[config.mk]
export PLATFORM = sky130hd
export DESIGN_NAME = stage3_pool_scheduler
export DESIGN_NICKNAME = d
export VERILOG_FILES = /design/src/rtl/stage3_pool_scheduler_pkg.sv /design/src/rtl/stage3_pool_fifo.sv /design/src/rtl/stage3_pool_scheduler.sv
export SDC_FILE = /design/constraint.sdc
export NUM_CORES = 1
export LEC_CHECK = 0
export BUFFER_PORTS_ARGS = -buffer_cell sky130_fd_sc_hd__buf_4
export CAP_MARGIN = 10
export CELL_PAD_IN_SITES_DETAIL_PLACEMENT = 1
export CELL_PAD_IN_SITES_GLOBAL_PLACEMENT = 1
export CORE_MARGIN = 2
export CORE_UTILIZATION = 31
export CTS_CLUSTER_DIAMETER = 40
export DETAILED_ROUTE_END_ITERATION = 10
export GPL_TIMING_DRIVEN = 1
export PLACE_DENSITY = 0.61
export SETUP_SLACK_MARGIN = 0.5
export SYNTH_ARGS = -nofsm -noshare
export SYNTH_HDL_FRONTEND = slang
export SYNTH_SLANG_ARGS = --single-unit
export TNS_END_PERCENT = 30
[constraint.sdc]
create_clock -name clk -period 3.9 [get_ports clk]
set_input_delay 0 -clock clk [delete_from_list [all_inputs] [get_ports clk]]
set_output_delay 0 -clock clk [all_outputs]
set_load 0.01 [all_outputs]
[src/rtl/stage3_pool_scheduler_pkg.sv]
// -----------------------------------------------------------------------------
// stage3_pool_scheduler_pkg
//   Shared constants for the stage-3 2x2/stride-2 max-pool scheduler:
//   default frame geometry, channel/value widths, output FIFO depth and the
//   scheduler FSM state encodings.
// -----------------------------------------------------------------------------
package stage3_pool_scheduler_pkg;

    // Default geometry of the stage-3 pooling input frame.
    localparam int POOL_IN_W       = 12;
    localparam int POOL_IN_H       = 12;

    // Channels pooled in parallel and bits per pooled value.
    localparam int POOL_CH         = 3;
    localparam int POOL_DW         = 32;

    // Output FIFO entries toward the FC stage.
    localparam int POOL_FIFO_DEPTH = 4;

    // Scheduler FSM encodings.
    localparam logic [1:0] ST_IDLE  = 2'd0;
    localparam logic [1:0] ST_RUN   = 2'd1;
    localparam logic [1:0] ST_DRAIN = 2'd2;
    localparam logic [1:0] ST_DONE  = 2'd3;

endpackage

[src/rtl/stage3_pool_fifo.sv]
// -----------------------------------------------------------------------------
// stage3_pool_fifo
//   Synchronous first-word-fall-through FIFO holding pooled vectors.
//   The head entry is visible on o_data whenever the FIFO is not empty;
//   o_data reads as zero while empty.
// Ports
//   clk, reset_n  clock, asynchronous active-low reset
//   i_push        write i_data this cycle
//   i_data        WIDTH-bit entry to write
//   i_pop         retire the head entry this cycle
//   o_data        head entry (zero when empty)
//   o_count       number of stored entries
//   o_empty       no entries stored
//   o_full        DEPTH entries stored
// -----------------------------------------------------------------------------
module stage3_pool_fifo #(
    parameter int WIDTH = 96,
    parameter int DEPTH = 4
) (
    input  logic                       clk,
    input  logic                       reset_n,
    input  logic                       i_push,
    input  logic [WIDTH-1:0]           i_data,
    input  logic                       i_pop,
    output logic [WIDTH-1:0]           o_data,
    output logic [$clog2(DEPTH+1)-1:0] o_count,
    output logic                       o_empty,
    output logic                       o_full
);

    localparam int CNT_W = $clog2(DEPTH + 1);
    localparam int PTR_W = (DEPTH > 1) ? $clog2(DEPTH) : 1;
    localparam logic [PTR_W-1:0] PTR_LAST = PTR_W'(DEPTH - 1);

    logic [WIDTH-1:0] r_mem [DEPTH];
    logic [PTR_W-1:0] r_wr_ptr;
    logic [PTR_W-1:0] r_rd_ptr;
    logic [CNT_W-1:0] r_count;

    // NOTE: state registers use non-blocking assignments so every flop samples
    // the pre-edge value of every other flop, independent of block order.
    always_ff @(posedge clk or negedge reset_n) begin
        if (!reset_n) begin
            r_wr_ptr <= '0;
            r_rd_ptr <= '0;
            r_count  <= '0;
        end else begin
            if (i_push) begin
                r_wr_ptr <= (r_wr_ptr == PTR_LAST) ? '0 : r_wr_ptr + 1'b1;
            end
            if (i_pop) begin
                r_rd_ptr <= (r_rd_ptr == PTR_LAST) ? '0 : r_rd_ptr + 1'b1;
            end
            case ({i_push, i_pop})
                2'b10:   r_count <= r_count + 1'b1;
                2'b01:   r_count <= r_count - 1'b1;
                default: r_count <= r_count;
            endcase
        end
    end

    // NOTE: the storage array is deliberately not reset; occupancy is tracked by
    // the reset pointers/count, and o_data is masked while empty, so stale
    // contents are never observable.
    always_ff @(posedge clk) begin
        if (i_push) begin
            r_mem[r_wr_ptr] <= i_data;
        end
    end

    assign o_count = r_count;
    assign o_empty = (r_count == '0);
    assign o_full  = (r_count == CNT_W'(DEPTH));
    assign o_data  = o_empty ? '0 : r_mem[r_rd_ptr];

    // The scheduler never retires from an empty FIFO.
    a_no_pop_empty: assert property (@(posedge clk) disable iff (!reset_n) !(i_pop && o_empty));

endmodule

[src/rtl/stage3_pool_scheduler.sv]
// -----------------------------------------------------------------------------
// stage3_pool_scheduler
//   Sequences the stage-3 2x2/stride-2 max-pool datapath for one frame:
//   tracks row/col of the incoming ReLU pixel stream, gates line-buffer
//   writes, flags each completed pooling window, captures the pooled vector
//   one cycle later into an output FIFO and throttles upstream so that a
//   pending capture always has room.
// Ports
//   clk, reset_n   clock, asynchronous active-low reset
//   i_start        frame start request (honoured only in IDLE)
//   i_relu_valid   upstream pixel valid
//   o_relu_ready   upstream may transfer (pixel accepted on valid && ready)
//   o_lb_wr        line-buffer write enable
//   o_lb_clear     one-cycle line-buffer clear at frame start
//   i_pool_data    pooled vector, valid the cycle after a window completes
//   o_out_valid    FIFO head valid (first-word fall-through)
//   i_out_ready    downstream accepts the head
//   o_out_data     FIFO head
//   o_busy         scheduler not idle
//   o_frame_done   one-cycle pulse once the frame is fully drained
// -----------------------------------------------------------------------------
module stage3_pool_scheduler
    import stage3_pool_scheduler_pkg::*;
#(
    parameter int IN_W  = POOL_IN_W,
    parameter int IN_H  = POOL_IN_H,
    parameter int CH    = POOL_CH,
    parameter int DW    = POOL_DW,
    parameter int DEPTH = POOL_FIFO_DEPTH
) (
    input  logic              clk,
    input  logic              reset_n,
    input  logic              i_start,
    input  logic              i_relu_valid,
    output logic              o_relu_ready,
    output logic              o_lb_wr,
    output logic              o_lb_clear,
    input  logic [CH*DW-1:0]  i_pool_data,
    output logic              o_out_valid,
    input  logic              i_out_ready,
    output logic [CH*DW-1:0]  o_out_data,
    output logic              o_busy,
    output logic              o_frame_done
);

    localparam int COL_W = (IN_W > 1) ? $clog2(IN_W) : 1;
    localparam int ROW_W = (IN_H > 1) ? $clog2(IN_H) : 1;
    localparam int CNT_W = $clog2(DEPTH + 1);

    localparam logic [COL_W-1:0] COL_LAST = COL_W'(IN_W - 1);
    localparam logic [ROW_W-1:0] ROW_LAST = ROW_W'(IN_H - 1);

    if ((IN_W % 2) != 0) begin : g_bad_in_w
        $error("stage3_pool_scheduler: IN_W must be even");
    end
    if ((IN_H % 2) != 0) begin : g_bad_in_h
        $error("stage3_pool_scheduler: IN_H must be even");
    end
    if (DEPTH < 2) begin : g_bad_depth
        $error("stage3_pool_scheduler: DEPTH must be >= 2");
    end

    logic [1:0]       r_state;
    logic [1:0]       w_state_nxt;
    logic [COL_W-1:0] r_col;
    logic [ROW_W-1:0] r_row;
    logic             r_pending;

    logic             w_start;
    logic             w_accept;
    logic             w_last_col;
    logic             w_last_pix;
    logic             w_pop;
    logic [CNT_W-1:0] w_count;
    logic             w_empty;
    logic             w_full;

    assign w_start    = (r_state == ST_IDLE) && i_start;
    assign w_accept   = i_relu_valid && o_relu_ready;
    assign w_last_col = (r_col == COL_LAST);
    assign w_last_pix = w_last_col && (r_row == ROW_LAST);
    assign w_pop      = o_out_valid && i_out_ready;

    // Counting the pending capture as occupied guarantees it always fits,
    // even if downstream stalls on the very cycle it lands.
    assign o_relu_ready = (r_state == ST_RUN) &&
                          (({1'b0, w_count} + {{CNT_W{1'b0}}, r_pending}) < (CNT_W + 1)'(DEPTH));
    assign o_lb_wr      = w_accept;
    assign o_lb_clear   = w_start;
    assign o_out_valid  = !w_empty;
    assign o_busy       = (r_state != ST_IDLE);
    assign o_frame_done = (r_state == ST_DONE);

    always_comb begin
        // NOTE: default assignment first so no path through the case leaves
        // w_state_nxt unassigned, which would infer a latch.
        w_state_nxt = r_state;
        case (r_state)
            ST_IDLE:  if (i_start)                w_state_nxt = ST_RUN;
            ST_RUN:   if (w_accept && w_last_pix) w_state_nxt = ST_DRAIN;
            ST_DRAIN: if (w_empty && !r_pending)  w_state_nxt = ST_DONE;
            ST_DONE:                              w_state_nxt = ST_IDLE;
            default:                              w_state_nxt = ST_IDLE;
        endcase
    end

    always_ff @(posedge clk or negedge reset_n) begin
        if (!reset_n) begin
            r_state   <= ST_IDLE;
            r_col     <= '0;
            r_row     <= '0;
            r_pending <= 1'b0;
        end else begin
            r_state <= w_state_nxt;

            if (w_start) begin
                r_col <= '0;
                r_row <= '0;
            end else if (w_accept) begin
                if (w_last_col) begin
                    r_col <= '0;
                    r_row <= w_last_pix ? '0 : r_row + 1'b1;
                end else begin
                    r_col <= r_col + 1'b1;
                end
            end

            // Bottom-right pixel of a 2x2 window: the pooled result appears
            // on i_pool_data in the following cycle.
            r_pending <= w_accept && r_row[0] && r_col[0];
        end
    end

    stage3_pool_fifo #(
        .WIDTH (CH * DW),
        .DEPTH (DEPTH)
    ) u_fifo (
        .clk     (clk),
        .reset_n (reset_n),
        .i_push  (r_pending),
        .i_data  (i_pool_data),
        .i_pop   (w_pop),
        .o_data  (o_out_data),
        .o_count (w_count),
        .o_empty (w_empty),
        .o_full  (w_full)
    );

    // The ready throttle must make a captured window always fit.
    a_no_push_full: assert property (@(posedge clk) disable iff (!reset_n) !(r_pending && w_full));

endmodule

# Word level (Yosys, flattened, before mapping)
# Memory sizes are Yosys's and may differ from the RTL's.
# Index checks and enable logic that the tools add are counted.
# W data, S select, Z words.
op_classes:
  shifts: 0
  multipliers: 0
  n_mux: 17
  n_reduce_logical: 19
  order_cmp: 1
  n_eq_ne: 12
  bitwise_logic: 0
  addsub: 7
  div_mod_pow: 0
op_table:
  columns: ["operator", "count"]
  rows:
  - ["$mux W96", 1]
  - ["$mux W4", 7]
  - ["$eq A2 B2 Y1 const B", 5]
  - ["$mux W2", 5]
  - ["$logic_and A1 B1 Y1", 9]
  - ["$add A4 B1 Y4 const B", 2]
  - ["$eq A4 B4 Y1 const B", 2]
  - ["$pmux W2 S4", 1]
  - ["$reduce_bool A2 Y1", 4]
  - ["$pmux W3 S2", 1]
  - ["$add A2 B1 Y2 const B", 2]
  - ["$add A3 B1 Y4", 1]
  - ["$eq A2 B1 Y1 const B", 2]
  - ["$lt A4 B3 Y1 const B", 1]
  - ["$ne A2 B2 Y1 const B", 2]
  - ["$add A3 B1 Y3 const B", 1]
  - ["$logic_not A3 Y1", 1]
  - ["$reduce_and A3 Y1", 1]
  - ["$sub A3 B1 Y3 const B", 1]
  - ["$logic_not A1 Y1", 2]
  - ["$logic_not A2 Y1", 1]
  - ["$mux W1", 2]
  - ["$ne A2 B1 Y1 const B", 1]
  - ["$reduce_and A2 Y1", 1]
word_totals:
  elab_cells: 64
  latch_bits: 0
  output_inout_bits: 102
  ram_bits: 384
  n_memories: 1
  rom_bits: 0
  regBits: 18
  input_bits: 101
memory_table:
  columns: ["name", "words", "word_bits", "rd", "rd_ports_with_merged_regs", "write_ports", "line", "text"]
  rows:
  - ["u_fifo.r_mem", 4, 96, 1, 0, 1, "stage3_pool_fifo.sv:35", "logic [WIDTH-1:0] r_mem [DEPTH];"]

# Logic depth before layout (Yosys ltp)
depth:
  ltp_word: 7
  mapped_depth: 10
  depth_no_buf: 9

# By module
# From an unflattened synthesis, not the netlist that was laid out.
unflattened:
  hier_cells: 718
  area_unflattened_um2: 15583.7
modules_own_cells:
  columns: ["mod", "instances", "area_per_inst_um2", "seq_area_each_um2", "cells_per_inst"]
  rows:
  - ["stage3_pool_fifo", 1, 14884.3, 11706.2, 646]
  - ["stage3_pool_scheduler", 1, 699.4, 275.3, 72]

# Least setup slack after synthesis
# Ideal clock, no wire load.
synth_path:
  kind: "register -> register"
  start: "register r_pending"
  end: "memory u_fifo.r_mem[3][0], enable pin"
  period_less_slack_ns: 3.375
  n_path_buf: 1
  path_stages_with_launch: 3
  arrival_ns: 2.909
  setup_slack_ns: 0.525
  t_required_ns: 3.434
  setup_ns: 0.466
  path_cell_list: "dfrtp_1 > clkbuf_1 > and2_1"
synth_between:
  elab_chain_len: 2
synth_rtl:
  columns: ["item", "line", "text"]
  rows:
  - ["start, declared", "stage3_pool_scheduler.sv:67", "logic r_pending;"]
  - ["start signal, assigned", "stage3_pool_scheduler.sv:130", "r_pending <= w_accept && r_row[0] && r_col[0];"]
  - ["$mux W1", "stage3_pool_fifo.sv:66", "if (i_push) begin"]
  - ["$mux W1 (not written as such)", "stage3_pool_fifo.sv:67", "r_mem[r_wr_ptr] <= i_data;"]
  - ["end, declared", "stage3_pool_fifo.sv:35", null]
# No other way between the ends.

# Worst setup path after layout
layout_path:
  start: "register u_fifo.r_rd_ptr[0]"
  end: "output port o_out_data[17]"
layout_between:
  elab_chain_len: 2
layout_rtl:
  columns: ["item", "line", "text"]
  rows:
  - ["start, declared", "stage3_pool_fifo.sv:37", "logic [PTR_W-1:0] r_rd_ptr;"]
  - ["start signal, assigned", "stage3_pool_fifo.sv:52", "r_rd_ptr <= (r_rd_ptr == PTR_LAST) ? '0 : r_rd_ptr + 1'b1;"]
  - ["$mem_v2 Z4 W96", null, null]
  - ["$mux W96", "stage3_pool_fifo.sv:74", "assign o_data = o_empty ? '0 : r_mem[r_rd_ptr];"]
  - ["end, declared", "stage3_pool_scheduler.sv:41", "output logic [CH*DW-1:0] o_out_data,"]
# No other way between the ends.

==> results.py <==
metrics = {
    "floorplan": {
        "initial_core_util": 0.312,
        "io_pins": 203,
        "rows": 82,
        "die_w_um": 228,
        "die_h_um": 228,
        "dieArea_mm2": 0.0519,
        "core_mm2": 0.0498,
    },
    "clock_network": {
        "root_buffer": "clkbuf_16",
        "numCtsBuffers": 60,
        "cts.sinks": 402,
        "clockBufferDepth": 3,
        "insertion_delay_ns": 0.60,
        "cts_tree": "done",
        "clk_pin_slew_worst_paths_ns": 0.06,
        "cts-htree-levels": 2,
        "post_cts_buffers": 0,
    },
    "sta": {
        "min_period_ns": 2.85,
        "worst_clock_skew_ns": 0.0173,
        "worst_slew_pin_slew_ns": 0.901,
        "hold_viol_final": 0,
        "setup_viol": 0,
        "slew_viol_final": 0,
        "max_freq_mhz": 351,
        "setup_tns_ns": 0,
        "max_slew_margin": 0.397,
        "timing.final.crit_share": 0.730,
        "rsz0062_at_grt": "no",
    },
    "job": {
        "cap_violations": 0,
    },
    "detailed_routing": {
        "first_iter_violations": 348,
        "wl_per_cell_um": 19.5,
        "first_pass_iters": 4,
        "ant_nets": 0,
        "drc": 0,
        "viasPerCell": 4.47,
        "routed_wl_um": 34900,
        "vias": 7977,
    },
    "place": {
        "gp_congestion": 0.694,
        "dp_hpwl_um": 19500,
        "port_buffers": 202,
    },
    "critical_path": {
        "critPathLaunch": "u_fifo.r_rd_ptr[0]",
        "worst_setup_path_end_kind": "output port",
        "startpoint_type": "flop",
        "reg2reg_depth": 9,
        "crit_type": "reg2out",
        "regToRegStartpoint": "u_fifo.o_count[0]",
        "path_max_fanout": 39,
        "endpoint": "o_out_data[17]",
        "crit_arrival_ns": 2.85,
        "crit_required_ns": 3.90,
        "r2r_end": "u_fifo.o_count[2]",
        "reg2reg_slack_ns": 1.40,
    },
    "power_and_ir_drop": {
        "power_switching_share": 0.283,
        "leakage_nw": 7.35,
        "powerDensity_mw_per_mm2": 698,
        "clkPwrFrac": 0.369,
        "intPower_w": 0.0105,
        "power_switching_w": 0.00415,
        "combPwrFrac": 0.273,
        "ir_drop_v": 0.000407,
        "seq_power_share": 0.358,
    },
    "yosys": {
        "synth-async-reset-ratio": 0.0448,
        "syn_area_mm2": 0.0155,
        "synth_commonest_cells": "edfxtp_1, and2_1, mux4_2",
        "synth_seq_cells": 402,
        "netlist_top_cells_area": "edfxtp_1, mux4_2, and2_1",
        "ys_seq_area_frac": 0.771,
        "synthFlopType": "edfxtp_1",
        "synth.distinct_cells": 39,
        "synth_edf_count": 384,
        "synth_top_area_frac": 0.742,
        "yosysWarnings": 0,
        "syn_area_per_cell_um2": 21.7,
        "synth_area_leader_cell": "edfxtp_1",
        "yosysMostFrequentCell": "edfxtp_1",
        "mappedNetlistNets": 830,
        "synthCells": 715,
    },
    "finish": {
        "layout-drive-gt1-share": 0.387,
        "utilization": 0.423,
        "syn2layout_area_growth_pct": 35.4,
        "nets": 1177,
        "fillerInstances": 4823,
    },
    "global_routing": {
        "track_usage": 0.137,
        "grt_antenna_before_repair": 4,
        "grt_pass1_vias": 9159,
        "overflow": 0,
        "grt_pass1_wl_um": 55000,
        "grt_max_degree": 57,
    },
    "outcome": {
        "status": "completed",
    },
    "min_path": {
        "hold_path_class": "in2reg",
        "min_from": "i_pool_data[64]",
    },
}
power by group through the flow:
stage | Combinational (W) | Sequential, W | Clock [W]
finish | 0.00401 | 0.00526 | 0.00542
global route | 0.00437 | 0.00532 | 0.00574
CTS | 0.00413 | 0.00529 | 0.00557
detailed placement | 0.00401 | 0.00537 | 0
global placement | 0.00399 | 0.00537 | 0
floorplan | 0.00245 | 0.00510 | 0
cell usage in the layout (no fill, tap or decap), types with 6 or more instances in the layout:
master / count
edfxtp_1: 384
buf_4: 211
dlygate4sd3_1: 102
mux4_2: 96
and2_1: 96
clkbuf_16: 60
dfrtp_1: 16
ha_1: 13
inv_1: 11
nor2_1: 10
clkinv_2: 9
clkinv_4: 9
nand2_1: 8
mux2i_1: 7
bufinv_16: 7
clkinvlp_4: 7
inv_8: 7
buf_12: 6
kinds of logic after synthesis:
kind of cell	after synthesis	synth area share
AOI/OAI and AO/OA	14	0.00717
xor gates and xnor gates	3	0.00169
adders and majority gates	14	0.0118
buffers and inverters	46	0.0126
DFF	402	0.771
muxes	105	0.145
and+or+nand+nor	131	0.0501
stage by stage:
step	power, W	hold slack, ns	instances	setup slack, ns	instance area, µm²
after floorplan	0.00755	-0.296	715	0.525	15500
after global placement	0.00935	-0.108	1570	1.42	18000
after detailed placement	0.00938	-0.101	1570	1.31	18000
after CTS	0.0150	0.0905	1784	0.871	21000
after global routing	0.0154	0.105	1785	0.780	21000
final	0.0147	0.140	1785	1.05	21000
metal layers:
metal / wire length, µm / track usage / vias up
li1: - / - / 3597
met1: 14700 / 0.168 / 4125
met2: 17400 / 0.232 / 186
met3: 1890 / 0.0429 / 63
met4: 846 / 0.0431 / 6
met5: 37 / 0 / -
worst min path at each step:
| stage | end | depth (start not counted) | slack [ns] |
|---|---|---|---|
| after floorplan | r_col[0] | 0 | -0.30 |
| after global placement | r_col[2] | 1 | -0.11 |
| after detailed placement | r_col[1] | 1 | -0.10 |
| after CTS | u_fifo.r_mem[0][55] | 2 | 0.09 |
| after global routing | u_fifo.r_mem[2][64] | 2 | 0.11 |
| final | u_fifo.r_mem[2][64] | 2 | 0.14 |
worst max-delay path: stages, from the launching register on:
cell and delay, ns:
dfrtp_4 0.95, buf_4 0.39, mux4_2 0.55, and2_1 0.18, buf_4 0.14
sequential cells by signal (all words and copies together) (netlist names):
signal,cells
r_state,2
r_pending,1
r_row,4
u_fifo.r_wr_ptr,2
r_col,4
u_fifo.r_mem,384
u_fifo.o_count,3
u_fifo.r_rd_ptr,2
timing repair:
action,in CTS,in global routing
hold buffers,102,0
gates resized for setup,0,0
hold endpoints to repair,417,0
area by class of cell:
class                   instances  area (µm²)  area share
flip-flops and latches        402       12000       0.570
clock buffers                  64        1520      0.0721
well taps                     672         841      0.0400
clock inverters                48         548      0.0260
multi-input cells             267        3370       0.160
repair buffers                319        2730       0.130
inverters                      12        45.0     0.00214
diodes                          1        2.50    0.000119
(Power assumes the default switching activity.)
